### src/rtl/serial_adder.sv
// rtl/serial_adder.sv - bit-serial WIDTH-bit adder built from two half adders and a carry flop
// Adds one operand bit pair per cycle, LSB first, with a start/done handshake.

module half_adder (
  input  logic a,
  input  logic b,
  output logic sum,
  output logic carry
);
  assign sum   = a ^ b;
  assign carry = a & b;
endmodule

module serial_adder #(
  parameter int WIDTH = 8
) (
  input  logic             clk,
  input  logic             rst,
  input  logic             start,
  input  logic [WIDTH-1:0] A,
  input  logic [WIDTH-1:0] B,
  output logic             busy,
  output logic             done,
  output logic [WIDTH-1:0] Sum,
  output logic             Carry
);
  localparam int CW = $clog2(WIDTH + 1);
  localparam logic [CW-1:0] LAST = CW'(WIDTH - 1);

  typedef enum logic [1:0] {IDLE, ADD, DONE} state_t;

  state_t           state, state_next;
  logic [WIDTH-1:0] a_sh, b_sh, sum_sh, sum_next;
  logic [CW-1:0]    cnt;
  logic             carry_q, carry_next;
  logic             s1, c1, sbit, c2;
  logic             accept, finish;

  half_adder ha1 (.a(a_sh[0]), .b(b_sh[0]), .sum(s1),   .carry(c1));
  half_adder ha2 (.a(s1),      .b(carry_q), .sum(sbit), .carry(c2));

  assign carry_next = c1 | c2;

  // New result bits enter at the MSB so the register is LSB-aligned after WIDTH shifts.
  generate
    if (WIDTH == 1) begin : g_one
      assign sum_next = sbit;
    end else begin : g_many
      assign sum_next = {sbit, sum_sh[WIDTH-1:1]};
    end
  endgenerate

  always_comb begin
    state_next = state;
    accept     = 1'b0;
    finish     = 1'b0;
    case (state)
      IDLE: begin
        if (start) begin
          accept     = 1'b1;
          state_next = ADD;
        end
      end
      ADD: begin
        if (cnt == LAST) begin
          finish     = 1'b1;
          state_next = DONE;
        end
      end
      DONE: begin
        if (start) begin
          accept     = 1'b1;
          state_next = ADD;
        end else begin
          state_next = IDLE;
        end
      end
      default: state_next = IDLE;
    endcase
  end

  always_ff @(posedge clk or posedge rst) begin
    if (rst) state <= IDLE;
    else     state <= state_next;
  end

  always_ff @(posedge clk or posedge rst) begin
    if (rst) begin
      a_sh    <= '0;
      b_sh    <= '0;
      sum_sh  <= '0;
      carry_q <= 1'b0;
      cnt     <= '0;
      Sum     <= '0;
      Carry   <= 1'b0;
    end else if (accept) begin
      a_sh    <= A;
      b_sh    <= B;
      sum_sh  <= '0;
      carry_q <= 1'b0;
      cnt     <= '0;
    end else if (state == ADD) begin
      a_sh    <= a_sh >> 1;
      b_sh    <= b_sh >> 1;
      sum_sh  <= sum_next;
      carry_q <= carry_next;
      cnt     <= cnt + CW'(1);
      if (finish) begin
        Sum   <= sum_next;
        Carry <= carry_next;
      end
    end
  end

  assign busy = (state == ADD);
  assign done = (state == DONE);

endmodule

### config.mk
export PLATFORM = sky130hd
export DESIGN_NAME = serial_adder
export DESIGN_NICKNAME = d
export VERILOG_FILES = /design/src/rtl/serial_adder.sv
export SDC_FILE = /design/constraint.sdc
export NUM_CORES = 1
export LEC_CHECK = 0
export BUFFER_PORTS_ARGS = -buffer_cell sky130_fd_sc_hd__buf_2
export CELL_PAD_IN_SITES_DETAIL_PLACEMENT = 0
export CELL_PAD_IN_SITES_GLOBAL_PLACEMENT = 1
export CORE_ASPECT_RATIO = 0.6
export CORE_UTILIZATION = 27
export CTS_BUF_LIST = sky130_fd_sc_hd__clkbuf_16
export DETAILED_ROUTE_END_ITERATION = 16
export GPL_TIMING_DRIVEN = 0
export HOLD_SLACK_MARGIN = 0.06
export PLACE_DENSITY = 0.57
export REMOVE_ABC_BUFFERS = 1
export SYNTH_ARGS = -nofsm -noshare
export SYNTH_HDL_FRONTEND = slang
export SYNTH_SLANG_ARGS = --single-unit
### constraint.sdc
create_clock -name clk -period 1.8 [get_ports clk]
set_clock_uncertainty 0.05 [all_clocks]
set_input_delay 0.36 -clock clk [delete_from_list [all_inputs] [get_ports clk]]
set_output_delay 0.36 -clock clk [all_outputs]
set_load 0.02 [all_outputs]
==> reports/results.txt <==
GR met3 Demand/Resource - 4.36%
Worst-path clk slew - 0.06 ns
ANT nets after route - 0
Setup repair after global routing missed its margin - false
Max Fclk - 0.598 GHz
Sequential fraction of design power - 39.7%
Int Pwr - 2460 uW
Drt drc - 0
Clk_lat worst skew - 0.28 ns
Total track usage - 12.3%
DP Wirelength - 2200 um
Ys async rst share - 100%
Crit path time final - 1.67 ns
Die width - 102 um
Ports - 30
Initial antenna violation count - 0
Max-cap violations - 0
Final instance area - 0.00203 mm^2
Vias - 1128
CP Class - register to output pin
Total Routed Length - 3480 um
TritonCTS clock tree - built
Fin. max-slew vios - 0
Reg-to-reg critical path startpoint - state[0]
Yosys top cell by area - dfrtp_1
Max clock buf depth - 2
WP data required - 1.39 ns
Area delta synth->final - 26.3%
Die height - 61.7 um
R2R setup slack - 0.14 ns
Root buffer cell - clkbuf_16
CP Data Arrival Time - 1.26 ns
Final setup violation count - 0
Synth area leaders - dfrtp_1 (61%), a22o_1 (6.6%), mux2_2 (6.3%)
Flops & latches, synth - 39
Largest net degree at the start of global routing - 40
Initial drt markers - 58
Switching Fraction - 34.9%
Final Hold Fails - 0
EDFF count, synth - 0
GR Util met1 - 17.7%
Global routing usage on met2 - 16.7%
Post-synthesis sequential area ratio - 60.8%
Final critical-path share of the clock period - 92.9%
Vias per inst - 4.66
Hold WC Path Type - primary input to asynchronous set/reset pin
Clk sinks - 39
Cell area after placement - 0.00180 mm^2
P_sw - 1320 uW
Row cnt - 21
Pwr Density - 1860 mW/mm^2
Core box area - 0.00565 mm^2
Nets - 182
Htree depth - 2
Mapped Avg Cell Area - 12.2 um^2
Total negative slack - 0 ns
WL/cell - 14.4 um
Antenna diode count - 0
First-pass DRT Iterations - 4
R2r worst-path depth - 3
CTS Buf Count - 5
LEAKAGE - 0.000994 uW
Rel. slew slack - 44.9%
Post-synth top area share - 60.8%
Port Buffers - 29
Outcome - finished, final reports clean
Routability cong. - 0.699
Die area - 0.00626 mm^2
Initial core utilization - 28.4%
Main synth FF type - dfrtp_1
CP Max Fanout - 28
First-pass GRT wire length - 5660 um
Layout cells sized above 1 - 33.3%
Worst reg2reg endpoint - b_sh[7]
Post-Syn Area - 0.00160 mm^2
Ys Warns - 0
Type of origin of the critical path - register
Combinational fraction of design power - 34.3%
Layer carrying the most global-route usage - met1
CP endpoint kind - output pin
Synth Instances - 131
Number of global-route vias before repair - 1097
VDD IR-drop max - 517 uV
Worst Max-Slew Pin Slew - 0.825 ns
Count of different cell masters after synthesis - 22
Clock network fraction of total power - 26.0%
Overflow after GRT - 0
Hold buffers post-CTS - 0
Final hold slack - 0.187 ns
-- timing repair --
item,in CTS,in global routing
endpoints found under the setup margin,38,10
gates resized for setup,7,1
pin swaps,0,1
setup buffers,0,3
-- worst max path at each step --
| stage | startpoint | cells past startpoint | end |
|---|---|---|---|
| floorplan | state[0] | 4 | a_sh[7] |
| global placement | state[0] | 4 | b_sh[7] |
| detailed placement | state[0] | 4 | a_sh[7] |
| CTS | state[1] | 3 | busy |
| global route | state[0] | 3 | b_sh[7] |
| finish | state[0] | 3 | busy |
-- kinds of logic after synthesis --
logic type / share of synthesized area [%]
AOI/OAI and AO/OA: 13.6
adders and majority gates: 2.03
buffers and inverters: 3.35
DFF: 60.8
muxes: 8.19
and+or+nand+nor: 12.0
-- cell usage in the layout (no fill, tap or decap), drive strengths merged --
cell / n
clkinv: 3
nand2: 17
clkbuf: 5
nor3: 1
bufinv: 1
o21ai: 3
a22oi: 13
buf: 32
dfrtp: 39
mux2i: 3
nand4: 1
mux2: 9
nand2b: 2
nor2: 1
ha: 1
nor2b: 2
nand3: 14
a22o: 12
inv: 1
fa: 1
and2b: 1
-- sequential cells by signal, summed over array words and instances (netlist names) --
signal	cells
Carry	1
b_sh	8
cnt	4
state	2
Sum	8
sum_sh	7
carry_q	1
a_sh	8
-- layer usage --
metal  wire (um)  part of all wire [%]
met5           0                     0
met4          56                   1.6
met3         164                   4.7
met2        1400                    40
met1        1850                    53
-- worst max-delay path, stage by stage, from the launching register on --
cell and delay, ns:
dfrtp_1 0.43, nand2b_4 0.19, clkinv_8 0.16, buf_2 0.19
-- power groups by stage --
stage	sequential, uW	combinational [uW]	clock (uW)
floorplan	1530	797	0
finish	1500	1290	981
global route	1540	1450	1040
global placement	1480	1180	0
detailed placement	1500	1220	0
CTS	1500	1260	1000
-- final cells by class --
cell class                 count  area (um^2)
fill                         578         3620
tap                           80          100
clock buffer                   5          125
timing repair buffer          32          180
clock inverter                 3         38.8
inverter                       2         20.0
sequential                    39          976
multi-input combinational     81          586
-- per-stage QoR --
step	cells	util [%]	setup slack, ns	total power, uW
2_1_floorplan	122	-	-0.0856	2330
3_3_place_gp	231	31.9	-0.805	2660
3_5_place_dp	231	31.9	-0.851	2720
4_1_cts	239	35.1	0.0191	3760
5_1_grt	242	35.9	0.0486	4030
6_report	242	35.9	0.128	3770
-- synthesized netlist by cell type, drive strengths merged (2+ instances only) --
cell / count
inv: 2
o21ai: 3
a22oi: 13
dfrtp: 39
nor2b: 2
buf: 6
a22o: 12
mux2i: 3
mux2: 9
clkbuf: 3
nand2b: 2
nand3: 14
nand2: 17
Power figures use the tool's default switching activity.
